$ cat config.mk
export PLATFORM = sky130hd
export DESIGN_NAME = divider_wb_unit
export DESIGN_NICKNAME = d
export VERILOG_FILES = /design/src/rtl/divider_wb_unit.sv
export SDC_FILE = /design/constraint.sdc
export NUM_CORES = 1
export LEC_CHECK = 0
export ABC_AREA = 1
export CORE_MARGIN = 2
export CORE_UTILIZATION = 55
export DETAILED_ROUTE_END_ITERATION = 7
export GPL_TIMING_DRIVEN = 0
export HOLD_SLACK_MARGIN = 0.03
export PLACE_DENSITY = 0.76
export REMOVE_ABC_BUFFERS = 1
export SYNTH_ARGS = -nofsm -noshare
export SYNTH_HDL_FRONTEND = slang
export SYNTH_SLANG_ARGS = --single-unit
$ cat constraint.sdc
create_clock -name clk -period 5.1 [get_ports clk]
set_clock_uncertainty 0.05 [all_clocks]
set_input_delay 0.765 -clock clk [delete_from_list [all_inputs] [get_ports clk]]
set_output_delay 0.765 -clock clk [all_outputs]
set_load 0.01 [all_outputs]
$ cat src/rtl/divider_wb_unit.sv
// Iterative RV32M DIV/DIVU/REM/REMU unit using restoring shift-subtract division.
// Produces a single register-file writeback (we3/wa3/wd3) a fixed WIDTH+1 cycles after accept.
module divider_wb_unit #(
    parameter int WIDTH = 32
) (
    input  logic             clk,
    input  logic             rst,
    input  logic             start,
    input  logic [1:0]       op,
    input  logic [WIDTH-1:0] rs1_val,
    input  logic [WIDTH-1:0] rs2_val,
    input  logic [4:0]       rd,
    output logic             busy,
    output logic             wb_we,
    output logic [4:0]       wb_addr,
    output logic [WIDTH-1:0] wb_data
);

    localparam int CW = (WIDTH > 1) ? $clog2(WIDTH) : 1;

    typedef enum logic [1:0] {
        IDLE,
        CALC,
        WB
    } state_t;

    state_t state, state_nxt;

    logic [1:0]       op_q;
    logic [4:0]       rd_q;
    logic [WIDTH-1:0] quo_q;
    logic [WIDTH-1:0] dvs_q;
    logic [WIDTH:0]   rem_q;
    logic [WIDTH-1:0] orig_q;
    logic             qsign_q;
    logic             rsign_q;
    logic             dbz_q;
    logic [CW-1:0]    cnt;

    logic             last_iter;
    logic             is_signed;
    logic             s1;
    logic             s2;
    logic [WIDTH-1:0] abs1;
    logic [WIDTH-1:0] abs2;
    logic [WIDTH:0]   r_shift;
    logic             ge;
    logic [WIDTH:0]   r_nxt;
    logic [WIDTH-1:0] q_nxt;
    logic [WIDTH-1:0] quo_fix;
    logic [WIDTH-1:0] rem_fix;
    logic [WIDTH-1:0] result;

    assign busy      = (state != IDLE);
    assign last_iter = (cnt == CW'(WIDTH - 1));

    always_ff @(posedge clk) begin
        if (rst) begin
            state <= IDLE;
        end else begin
            state <= state_nxt;
        end
    end

    always_comb begin
        state_nxt = state;
        case (state)
            IDLE:    if (start) state_nxt = CALC;
            CALC:    if (last_iter) state_nxt = WB;
            WB:      state_nxt = IDLE;
            default: state_nxt = IDLE;
        endcase
    end

    // Operand magnitudes at accept, one restoring step, and the final sign/div-by-zero selection.
    always_comb begin
        is_signed = ~op[0];
        s1        = is_signed & rs1_val[WIDTH-1];
        s2        = is_signed & rs2_val[WIDTH-1];
        abs1      = s1 ? (~rs1_val + 1'b1) : rs1_val;
        abs2      = s2 ? (~rs2_val + 1'b1) : rs2_val;

        r_shift   = {rem_q[WIDTH-1:0], quo_q[WIDTH-1]};
        ge        = (r_shift >= {1'b0, dvs_q});
        r_nxt     = ge ? (r_shift - {1'b0, dvs_q}) : r_shift;
        q_nxt     = {quo_q[WIDTH-2:0], ge};

        quo_fix   = (~op_q[0] & qsign_q) ? (~q_nxt + 1'b1) : q_nxt;
        rem_fix   = (~op_q[0] & rsign_q) ? (~r_nxt[WIDTH-1:0] + 1'b1) : r_nxt[WIDTH-1:0];

        if (dbz_q) begin
            result = op_q[1] ? orig_q : {WIDTH{1'b1}};
        end else begin
            result = op_q[1] ? rem_fix : quo_fix;
        end
    end

    // Datapath and writeback registers; wb_we defaults low so it pulses only for the WB cycle.
    always_ff @(posedge clk) begin
        if (rst) begin
            op_q    <= '0;
            rd_q    <= '0;
            quo_q   <= '0;
            dvs_q   <= '0;
            rem_q   <= '0;
            orig_q  <= '0;
            qsign_q <= 1'b0;
            rsign_q <= 1'b0;
            dbz_q   <= 1'b0;
            cnt     <= '0;
            wb_we   <= 1'b0;
            wb_addr <= '0;
            wb_data <= '0;
        end else begin
            wb_we <= 1'b0;
            case (state)
                IDLE: begin
                    if (start) begin
                        op_q    <= op;
                        rd_q    <= rd;
                        quo_q   <= abs1;
                        dvs_q   <= abs2;
                        rem_q   <= '0;
                        orig_q  <= rs1_val;
                        qsign_q <= s1 ^ s2;
                        rsign_q <= s1;
                        dbz_q   <= (rs2_val == '0);
                        cnt     <= '0;
                    end
                end
                CALC: begin
                    rem_q <= r_nxt;
                    quo_q <= q_nxt;
                    cnt   <= cnt + 1'b1;
                    if (last_iter) begin
                        wb_we   <= (rd_q != 5'd0);
                        wb_addr <= rd_q;
                        wb_data <= result;
                    end
                end
                default: ;
            endcase
        end
    end

endmodule

==> impl_metrics.env, run 1 <==
export IMPL_cp_required_ns=5.36
export IMPL_fin_ws_ns=0.295
export IMPL_rows=58
export IMPL_worstSkewPairLatency_ns=0.46
export IMPL_yosys_cell_types_count=49
export IMPL_worst_ep_arrival_time_ns=5.07
export IMPL_ant_nets=0
export IMPL_wire_per_inst_um=15.9
export IMPL_hold_viol_final=0
export IMPL_tightest_slew_ns=1.12
export IMPL_finalCritPeriodShare_pct=94.2
export IMPL_clockBufferDepth=2
export IMPL_endpoint_kind="register"
export IMPL_detail_route_first_pass_iterations=5
export IMPL_dieArea_mm2=0.0265
export IMPL_cts_clk_slew_worst_paths_ns=0.09
export IMPL_cts_root_buffer="clkbuf_16"
export IMPL_yosysWarningCount=0
export IMPL_chipWidth_um=163
export IMPL_syn_area_mm2=0.0139
export IMPL_placed_cell_area_mm2=0.0151
export IMPL_status="complete, no violations"
export IMPL_ios=113
export IMPL_peakVddDrop_uv=390
export IMPL_totalWireLength_um=43200
export IMPL_maxSlewViolCount=0
export IMPL_finalSetupViolCount=0
export IMPL_cp_max_fo=18
export IMPL_grtUsageTotal_pct=32.3
export IMPL_avgSynthCellArea_um2=5.95
export IMPL_power_density_mw_per_mm2=489
export IMPL_path_class="reg2reg"
export IMPL_antenna_found_initial=1
export IMPL_synth_seq_cells=183
export IMPL_numPortBuffers=112
export IMPL_setup_tns_ns=0
export IMPL_core_mm2=0.0250
export IMPL_drt_iter0_drc=1473
export IMPL_final_min_clock_period_ns=4.81
export IMPL_grt_start_max_net_pins=83
export IMPL_yosysSeqAreaShare_pct=26.4
export IMPL_cts_tree="built"
export IMPL_drcViolationCount=0
export IMPL_grt_pass1_vias=13700
export IMPL_gp_congestion=0.941
export IMPL_syn2layout_area_growth_pct=14.3
export IMPL_syn_inst=2330
export IMPL_final_core_util_pct=63.5
export IMPL_clkSinkCount=183
export IMPL_cts_max_level=4
export IMPL_layout_drive_gt1_share_pct=5.56
export IMPL_fin_cells=2721
export IMPL_place_ws_ns=-0.511
export IMPL_overflow=0
export IMPL_start_util_pct=55.5
export IMPL_p_leak_nw=7.48
export IMPL_grt_first_pass_wirelength_um=68800
export IMPL_maxSlewHeadroom_pct=25.3
export IMPL_diodes=0
export IMPL_r2r_cells=27
export IMPL_min_path_type="reg2reg"
export IMPL_dpl_hpwl_um=32200
export IMPL_dr_total_vias=15100
export IMPL_maxCapViolations=0
export IMPL_fmax_mhz=208
export IMPL_stdcell_area_mm2=0.0158
export IMPL_min_path_cells=2
export IMPL_cts_buffers=17
export IMPL_die_h_um=163
export IMPL_via_per_inst=5.54
export IMPL_start_kind="register"
export IMPL_fin_nets=2491
export IMPL_numPlacedInstances=2685
cell usage after synthesis (all sizes together):
cell type  number  area (um2)
o211ai         16         120
clkbuf         72         270
o21bai          2        15.0
a32oi           1        8.76
or2             6        37.5
o31ai           6        45.0
nor3           37         185
a21oi         210        1080
or4             1        7.51
nor2          238         963
and2            6        37.5
clkinv          5        18.8
nand3         144         761
xor2           48         420
o311ai          1        8.76
inv           338        1270
fa              1        20.0
and3            2        12.5
nand3b          9        67.6
o21ai         147         736
xnor2          19         166
nor4            8        65.1
buf            21         155
o41ai           2        17.5
nand4          21         146
a22oi           5        37.5
ha             38         475
dfxtp         183        3660
a31oi          14        87.6
a221oi          3        26.3
o221ai         16         140
o22ai          11        68.8
a211oi          4        30.0
nand2         695        2700
per-layer routing:
layer  vias to the layer above  GRT usage, %  part of all wire (%)
met5                         -             0                     0
met4                         0          7.76                   1.7
met3                        57          5.14                   6.6
met2                       526          52.4                    45
met1                      6933          44.8                    46
li1                       7558             -                     -
sequential cells by signal, indices dropped and copies added, names as in the netlist:
signal,flops
dvs_q,32
qsign_q,1
cnt,5
rsign_q,1
wb_data,32
rem_q,32
dbz_q,1
orig_q,32
wb_we,1
wb_addr,5
quo_q,32
state,2
rd_q,5
op_q,2
through the flow:
| step | hold slack (ns) | total power (W) |
|---|---|---|
| after floorplan | 0.382 | 0.00496 |
| after global placement | 0.389 | 0.00607 |
| after detailed placement | 0.394 | 0.00612 |
| after CTS | 0.406 | 0.00762 |
| after global routing | 0.430 | 0.00840 |
| final | 0.405 | 0.00776 |
critical path, cell delays in order (launching register included):
cell and delay (ns):
dfxtp_1 0.42, ha_1 0.34, nand2_2 0.14, inv_2 0.04
nand2_1 0.06, nand2_1 0.08, nand2_1 0.07, nand2_1 0.09
nand2_1 0.07, nand2_1 0.20, nor2_4 0.41, nand2_8 0.17
inv_6 0.18, ha_1 0.19, nand3_1 0.16, nor3_2 0.23
nand4_1 0.23, nor2_2 0.18, nand4_1 0.23, nand2_1 0.14
o21ai_0 0.20, o21bai_1 0.28, o21ai_0 0.19, a21oi_1 0.06
nor2_1 0.09, nand2_1 0.07, nand2_1 0.05, a21oi_1 0.06
cells by family after synthesis:
logic type / after synthesis / synth area share, %
AOI/OAI and AO/OA: 438 / 17.4
buffers and inverters: 436 / 12.4
DFF: 183 / 26.4
adders and majority gates: 39 / 3.57
xor gates and xnor gates: 67 / 4.23
and+or+nand+nor: 1167 / 36.0
path summary, 6_finish.rpt:
| path | slack [ns] | to | start |
|---|---|---|---|
| worst max-delay path | 0.29 | wb_data[30]$_SDFFE_PP0P_ | rem_q[19]$_SDFFE_PP0P_ |
| worst min-delay path | 0.41 | orig_q[6]$_SDFFE_PP0P_ | orig_q[6]$_SDFFE_PP0P_ |
| worst max register to register | 0.29 | wb_data[30]$_SDFFE_PP0P_ | rem_q[19]$_SDFFE_PP0P_ |
| worst min register to register | 0.41 | orig_q[6]$_SDFFE_PP0P_ | orig_q[6]$_SDFFE_PP0P_ |
power breakdown:
| group | switching (W) | internal [W] | total (W) | leakage, nW |
|---|---|---|---|---|
| logic | 0.00324 | 0.00145 | 0.00469 | 5.68 |
| clock network | 0.000720 | 0.000725 | 0.00145 | 0.307 |
| registers | 0.0000919 | 0.00153 | 0.00162 | 1.50 |
| total | 0.00405 | 0.00371 | 0.00776 | 7.48 |
cell usage in the layout, fill, tap and decap left out, types with 5 or more instances in the layout:
master             n
a21oi_1          203
a21oi_2            7
a22oi_1            5
a31oi_1           14
and2_1             6
clkbuf_16         17
clkdlybuf4s50_1  111
clkinv_8           6
dfxtp_1          182
ha_1              38
inv_1            328
inv_2              9
nand2_1          664
nand2_2           26
nand2_4            5
nand3_1          136
nand3_2            8
nand3b_1           9
nand4_1           20
nor2_1           215
nor2_2            17
nor2_4             7
nor3_1            36
nor4_1             7
o211ai_1          16
o21ai_0          139
o21ai_1            8
o221ai_1          16
o22ai_1           11
o31ai_1            6
or2_2              6
xnor2_1           19
xor2_1            48
final cells by class:
| cell class | instances | area (um2) |
|---|---|---|
| clock buffer | 17 | 425 |
| inverter | 343 | 1290 |
| fill | 2505 | 9120 |
| clock inverter | 15 | 219 |
| multi-input combinational | 1714 | 8570 |
| tap | 330 | 413 |
| sequential | 183 | 3660 |
| timing repair buffer | 119 | 1260 |
repair_timing:
item | CTS | global route
hold buffers | 0 | 0
pin swaps | 2 | 3
buffers inserted | 1 | 0
gates resized for setup | 3 | 3
gates cloned | 1 | 2
setup endpoints to repair | 8 | 6
No activity file was read; power rests on OpenSTA's default activity.
==> run 2, diff against run 1 <==
--- a/config.mk
+++ b/config.mk
@@ -9,6 +9,7 @@
 export CORE_MARGIN = 2
 export CORE_UTILIZATION = 55
 export DETAILED_ROUTE_END_ITERATION = 7
+export GPL_ROUTABILITY_DRIVEN = 1
 export GPL_TIMING_DRIVEN = 0
 export HOLD_SLACK_MARGIN = 0.03
 export PLACE_DENSITY = 0.76
==> constraint.sdc (replaced) <==
create_clock -name clk -period 5.1 [get_ports clk]
set_clock_uncertainty 0.05 [all_clocks]
set_input_delay 1.275 -clock clk [delete_from_list [all_inputs] [get_ports clk]]
set_output_delay 1.275 -clock clk [all_outputs]
set_load 0.01 [all_outputs]
==> results of run 2 <==
Same layout as run 1: the final DEF is identical, and so are final timing and power.
